## config.mk

```make
export PLATFORM = sky130hd
export DESIGN_NAME = lavanderia_scheduler_flat
export DESIGN_NICKNAME = d
export VERILOG_FILES = /design/src/rtl/lavanderia_scheduler_if.sv /design/src/rtl/lavanderia_scheduler.sv /design/src/flat_wrapper.sv
export SDC_FILE = /design/constraint.sdc
export NUM_CORES = 1
export LEC_CHECK = 0
export CAP_MARGIN = 25
export CORE_MARGIN = 2
export CORE_UTILIZATION = 30
export CTS_CLUSTER_SIZE = 10
export DETAILED_ROUTE_END_ITERATION = 12
export REMOVE_ABC_BUFFERS = 1
export SYNTH_ARGS = -nofsm -noshare
export SYNTH_HDL_FRONTEND = slang
export SYNTH_SLANG_ARGS = --single-unit
export TNS_END_PERCENT = 20
```

## constraint.sdc

```tcl
create_clock -name clk -period 7.3 [get_ports clk]
set_clock_uncertainty 0.1 [all_clocks]
set_input_delay 1.095 -clock clk [delete_from_list [all_inputs] [get_ports clk]]
set_output_delay 1.095 -clock clk [all_outputs]
set_load 0.005 [all_outputs]
```

## src/rtl/lavanderia_scheduler_if.sv

```systemverilog
// Kiosk-to-scheduler request bus: per-kiosk valid/service code in, grant/reject back.
interface lavanderia_scheduler_if #(
  parameter int NUM_REQ = 2
);
  logic [NUM_REQ-1:0]   req_valid;
  logic [2*NUM_REQ-1:0] req_svc;
  logic [NUM_REQ-1:0]   req_ready;
  logic [NUM_REQ-1:0]   req_reject;

  modport master (output req_valid, output req_svc, input req_ready, input req_reject);
  modport slave  (input req_valid, input req_svc, output req_ready, output req_reject);
endinterface

```

## src/rtl/lavanderia_scheduler.sv

```systemverilog
// Round-robin arbitration of paid kiosk requests onto one dryer and one washer,
// each driven by a two-state FSM with a down-counting duration timer.
module lavanderia_scheduler #(
  parameter int NUM_REQ      = 2,
  parameter int DRY_CYCLES   = 30,
  parameter int WASH_CYCLES  = 40,
  parameter int HEAVY_CYCLES = 90
) (
  input  logic                   clk,
  input  logic                   rst,
  lavanderia_scheduler_if.slave  req,
  output logic                   secado,
  output logic                   lavado,
  output logic                   lavado_pesado,
  output logic                   done_dry,
  output logic                   done_wash,
  output logic [7:0]             served_count
);

  localparam int PTR_W = (NUM_REQ > 1) ? $clog2(NUM_REQ) : 1;
  localparam int TMR_W = $clog2(HEAVY_CYCLES + 1);

  localparam logic [1:0] SVC_NONE  = 2'b00;
  localparam logic [1:0] SVC_DRY   = 2'b01;
  localparam logic [1:0] SVC_HEAVY = 2'b11;

  localparam logic [TMR_W-1:0] DRY_LOAD   = TMR_W'(DRY_CYCLES - 1);
  localparam logic [TMR_W-1:0] WASH_LOAD  = TMR_W'(WASH_CYCLES - 1);
  localparam logic [TMR_W-1:0] HEAVY_LOAD = TMR_W'(HEAVY_CYCLES - 1);

  typedef enum logic {
    M_IDLE = 1'b0,
    M_RUN  = 1'b1
  } mach_state_t;

  mach_state_t        dry_state, dry_state_next;
  mach_state_t        wash_state, wash_state_next;
  logic [TMR_W-1:0]   dry_timer, dry_timer_next;
  logic [TMR_W-1:0]   wash_timer, wash_timer_next;
  logic               wash_heavy, wash_heavy_next;
  logic [PTR_W-1:0]   ptr, ptr_next;
  logic [7:0]         count;

  logic               dry_free, wash_free;
  logic [NUM_REQ-1:0] eligible;
  logic [2*NUM_REQ-1:0] elig_dbl, elig_rot;
  logic               grant_vld;
  logic [PTR_W-1:0]   grant_idx;
  logic [1:0]         grant_svc;
  int                 scan_idx;

  assign dry_free  = (dry_state == M_IDLE);
  assign wash_free = (wash_state == M_IDLE);

  // Eligibility and rejection are purely combinational on the held request.
  always_comb begin
    eligible       = '0;
    req.req_reject = '0;
    for (int i = 0; i < NUM_REQ; i++) begin
      if (req.req_valid[i] && (req.req_svc[2*i +: 2] != SVC_NONE)) begin
        eligible[i] = (req.req_svc[2*i +: 2] == SVC_DRY) ? dry_free : wash_free;
      end
      req.req_reject[i] = !rst && req.req_valid[i] && (req.req_svc[2*i +: 2] == SVC_NONE);
    end
  end

  // Rotate eligibility so bit 0 is the kiosk under the pointer, then take the first set bit.
  assign elig_dbl = {eligible, eligible};
  assign elig_rot = elig_dbl >> ptr;

  always_comb begin
    grant_vld = 1'b0;
    grant_idx = '0;
    scan_idx  = 0;
    if (!rst) begin
      for (int k = 0; k < NUM_REQ; k++) begin
        if (!grant_vld && elig_rot[k]) begin
          grant_vld = 1'b1;
          scan_idx  = int'(ptr) + k;
          if (scan_idx >= NUM_REQ) scan_idx = scan_idx - NUM_REQ;
          grant_idx = PTR_W'(scan_idx);
        end
      end
    end
  end

  always_comb begin
    req.req_ready = '0;
    grant_svc     = SVC_NONE;
    for (int i = 0; i < NUM_REQ; i++) begin
      if (grant_vld && (grant_idx == PTR_W'(i))) begin
        req.req_ready[i] = 1'b1;
        grant_svc        = req.req_svc[2*i +: 2];
      end
    end
  end

  always_comb begin
    ptr_next = ptr;
    if (grant_vld) begin
      ptr_next = (grant_idx == PTR_W'(NUM_REQ - 1)) ? '0 : grant_idx + 1'b1;
    end
  end

  always_comb begin
    dry_state_next = dry_state;
    dry_timer_next = dry_timer;
    case (dry_state)
      M_IDLE: begin
        if (grant_vld && (grant_svc == SVC_DRY)) begin
          dry_state_next = M_RUN;
          dry_timer_next = DRY_LOAD;
        end
      end
      M_RUN: begin
        if (dry_timer == '0) dry_state_next = M_IDLE;
        else                 dry_timer_next = dry_timer - 1'b1;
      end
      default: dry_state_next = M_IDLE;
    endcase
  end

  always_comb begin
    wash_state_next = wash_state;
    wash_timer_next = wash_timer;
    wash_heavy_next = wash_heavy;
    case (wash_state)
      M_IDLE: begin
        if (grant_vld && (grant_svc != SVC_DRY) && (grant_svc != SVC_NONE)) begin
          wash_state_next = M_RUN;
          wash_heavy_next = (grant_svc == SVC_HEAVY);
          wash_timer_next = (grant_svc == SVC_HEAVY) ? HEAVY_LOAD : WASH_LOAD;
        end
      end
      M_RUN: begin
        if (wash_timer == '0) wash_state_next = M_IDLE;
        else                  wash_timer_next = wash_timer - 1'b1;
      end
      default: wash_state_next = M_IDLE;
    endcase
  end

  always_ff @(posedge clk) begin
    if (rst) begin
      dry_state  <= M_IDLE;
      wash_state <= M_IDLE;
      dry_timer  <= '0;
      wash_timer <= '0;
      wash_heavy <= 1'b0;
      ptr        <= '0;
      count      <= '0;
    end else begin
      dry_state  <= dry_state_next;
      wash_state <= wash_state_next;
      dry_timer  <= dry_timer_next;
      wash_timer <= wash_timer_next;
      wash_heavy <= wash_heavy_next;
      ptr        <= ptr_next;
      if (grant_vld) count <= count + 8'd1;
    end
  end

  assign secado        = (dry_state == M_RUN);
  assign lavado        = (wash_state == M_RUN) && !wash_heavy;
  assign lavado_pesado = (wash_state == M_RUN) && wash_heavy;
  assign done_dry      = (dry_state == M_RUN) && (dry_timer == '0);
  assign done_wash     = (wash_state == M_RUN) && (wash_timer == '0);
  assign served_count  = count;

endmodule

```

## src/flat_wrapper.sv

```systemverilog
// flat-port wrapper written by rule: the top's interface ports become plain ports
module lavanderia_scheduler_flat 
#(
  parameter int NUM_REQ      = 2,
  parameter int DRY_CYCLES   = 30,
  parameter int WASH_CYCLES  = 40,
  parameter int HEAVY_CYCLES = 90
)
  (clk, rst, secado, lavado, lavado_pesado, done_dry, done_wash, served_count, req_req_valid, req_req_svc, req_req_ready, req_req_reject);
  lavanderia_scheduler_if #(.NUM_REQ(NUM_REQ)) req_i ();
  input  logic clk;
  input  logic rst;
  output logic secado;
  output logic lavado;
  output logic lavado_pesado;
  output logic done_dry;
  output logic done_wash;
  output logic [7:0] served_count;
  input wire logic [$bits(req_i.req_valid)-1:0] req_req_valid;
  input wire logic [$bits(req_i.req_svc)-1:0] req_req_svc;
  output wire logic [$bits(req_i.req_ready)-1:0] req_req_ready;
  output wire logic [$bits(req_i.req_reject)-1:0] req_req_reject;
  assign req_i.req_valid = req_req_valid;
  assign req_i.req_svc = req_req_svc;
  assign req_req_ready = req_i.req_ready;
  assign req_req_reject = req_i.req_reject;
  lavanderia_scheduler #(.NUM_REQ(NUM_REQ), .DRY_CYCLES(DRY_CYCLES), .WASH_CYCLES(WASH_CYCLES), .HEAVY_CYCLES(HEAVY_CYCLES)) u_core (.clk(clk), .rst(rst), .req(req_i), .secado(secado), .lavado(lavado), .lavado_pesado(lavado_pesado), .done_dry(done_dry), .done_wash(done_wash), .served_count(served_count));
endmodule
```

==> metrics <==
H-tree Lvls=1; DRT Wirelength=2980 µm; Synth Flop Type=dfxtp_1; DP Wirelength=2250 µm; FFs w/ async S/R, synth=0%; Crit path required time=6110 ps; setup TNS=0 ps; Post-DP Area=between 1500 and 2000 µm²; Cells after Synth=170; fraction of layout cells with a size suffix above 1=6.15%; leakage=about 0.65 nW; Pwr Density=190 nW/µm²; gr ovfl total=0; vias in the first global route=between 1,000 and 1,500; initial drt markers=43; Root Driver=clkbuf_8; Ys Warns=0; final setup vio count=0; cell area after synthesis=1360 µm²; Max rail drop VDD=~0.073 mV; cell area after layout=1710 µm²; die height=~71 µm; Final nets=~210; Max Clock Freq=approximately 250 MHz; post-synth top area cell=dfxtp_1; Clock Sinks=26; Clock transition at path regs=90 ps; postcts setup bufs=0; n_diodes=0; max cap viols=0; Final Wtd Congestion=around 0.80; Critical Path AT=2870 ps; Crit Path Max Fanout=6; Tcrit/Tclk final=55.7%; DP Worst Slack=3210 ps; Core Rows=24; clk buf depth=2; Die ar.=5090 µm²; Non-Filler Instances=247; final worst slack=3230 ps; CTS buffer count=3; status=finished clean; min Tclk post-route=4070 ps; later-pin clock latency in the skew report=260 ps; Distinct cells, synth=40; hold buffers post-CTS=0; Seq/Total Area, Yosys=38.3%; DRT Pass-1 Iters=7; Yosys top cell area share=a little under two fifths; final design utilization=39.2%; area delta synth->final=25.5%; die outline width=71.3 µm; Resized cells post-CTS=0; vias per cell=roughly 5; HP Class=flip-flop to flip-flop; core area=4350 µm²; routed len/inst=12.1 µm; via count=1,248; # IOs=25; CTS tree=yes; commonest cells after routing, fill and taps aside=dfxtp_1 (26), clkdlybuf4s50_1 (24), nor2_1 (18), nand2_1 (15); Post-Place Cells=244; drt drc=0; synthesis-stage register bit count=26; I/O Buffers=24; Setup CP Type=input pin to primary output; Hold Violations, Final=0; fin. max-slew vios=0; largest net degree at the start of global routing=28; Crit. End Element=primary output; Mapped Avg Cell Area=approximately 8 µm²; most common cell after layout, fill and taps aside=dfxtp_1; Worst-Margin Slew=706 ps; first-pass GRT wire length=5120 µm; Initial Util=31.2%; count of flip-flops with a built-in enable after synthesis=0; Startpoint Class=input pin; DRT antenna net count=0; Slew headroom=52.5%; RSZ-0062 raised after global routing=false; initial antenna violation count=0; Synth area leaders=dfxtp_1 (38%), nor2_1 (5.0%), a21oi_1 (4.8%), o21ai_0 (4.8%), nand2_1 (4.1%); total track usage=12.4%
==> layout make-up <==
cell class | instances | area (µm²)
inverter | 11 | 41.3
timing repair buffer | 26 | 255
clock buffer | 3 | 41.3
multi-input combinational | 129 | 783
tap | 52 | 65.1
sequential | 26 | 520
fill | 455 | 2650
==> critical path: stages <==
cell and delay [ps]:
clkdlybuf4s50_1 510, and4b_1 220, a311o_1 380, nor2_1 150, clkdlybuf4s50_1 520
==> per-layer routing <==
layer	global-route usage, %	share of wire, %	vias to the layer above	wire, µm
met5	0	0	-	0
met4	3.77	0.57	0	17
met3	2.81	3.8	2	114
met2	19.1	44	24	1310
met1	17.3	52	568	1540
li1	-	-	654	-
==> flip-flops by register name, summed over array words and instances, names as in the netlist <==
signal / cells
u_core.wash_timer: 7
u_core.dry_timer: 7
u_core.wash_heavy: 1
u_core.ptr: 1
u_core.wash_state: 1
u_core.served_count: 8
u_core.secado: 1
==> power by group <==
part	leakage [nW]	switching (mW)	internal (mW)	total, mW
clock network	0.0216	0.0424	0.0369	0.0793
registers	0.212	0.0125	0.154	0.166
logic	0.421	0.0409	0.0387	0.0796
total	0.655	0.0958	0.229	0.325
==> cell families (layout without fill, tap and decap cells) <==
kind of cell	after synthesis	in the layout	share of synthesized area [%]
muxes	1	1	0.736
xor gates and xnor gates	9	9	5.80
DFF	26	26	38.3
buffers and inverters	15	40	4.14
and+or+nand+nor	75	75	28.7
AOI/OAI and AO/OA	41	41	19.6
adders and majority gates	3	3	2.76
==> per-stage QoR <==
| stage | total power [mW] | hold slack, ps |
|---|---|---|
| final | 0.325 | 354 |
| after floorplan | 0.218 | 331 |
| after global routing | 0.350 | 385 |
| after global placement | 0.249 | 344 |
| after detailed placement | 0.249 | 344 |
| after CTS | 0.330 | 358 |
==> cell usage after synthesis, types with 3 or more instances <==
cell / instances
a21oi_1: 13
a31oi_1: 4
and2_1: 4
clkbuf_1: 4
dfxtp_1: 26
ha_1: 3
inv_1: 11
nand2_1: 15
nand2b_1: 4
nand3_1: 5
nor2_1: 18
nor2b_1: 3
nor3_1: 8
nor3b_1: 3
o21ai_0: 13
xnor2_1: 4
xor2_1: 5
==> final timing paths <==
check,startpoint,end,slack (ps),cells past startpoint
worst max-delay path,req_req_valid[1],req_req_ready[0],3230,5
worst min-delay path,u_core.wash_heavy$_SDFFE_PP0P_,u_core.wash_heavy$_SDFFE_PP0P_,350,2
worst max register to register,u_core.wash_timer[0]$_SDFFE_PP0P_,u_core.wash_timer[2]$_SDFFE_PP0P_,4720,8
worst min register to register,u_core.wash_heavy$_SDFFE_PP0P_,u_core.wash_heavy$_SDFFE_PP0P_,350,2
Note: power is estimated with default switching activity, not from simulation.
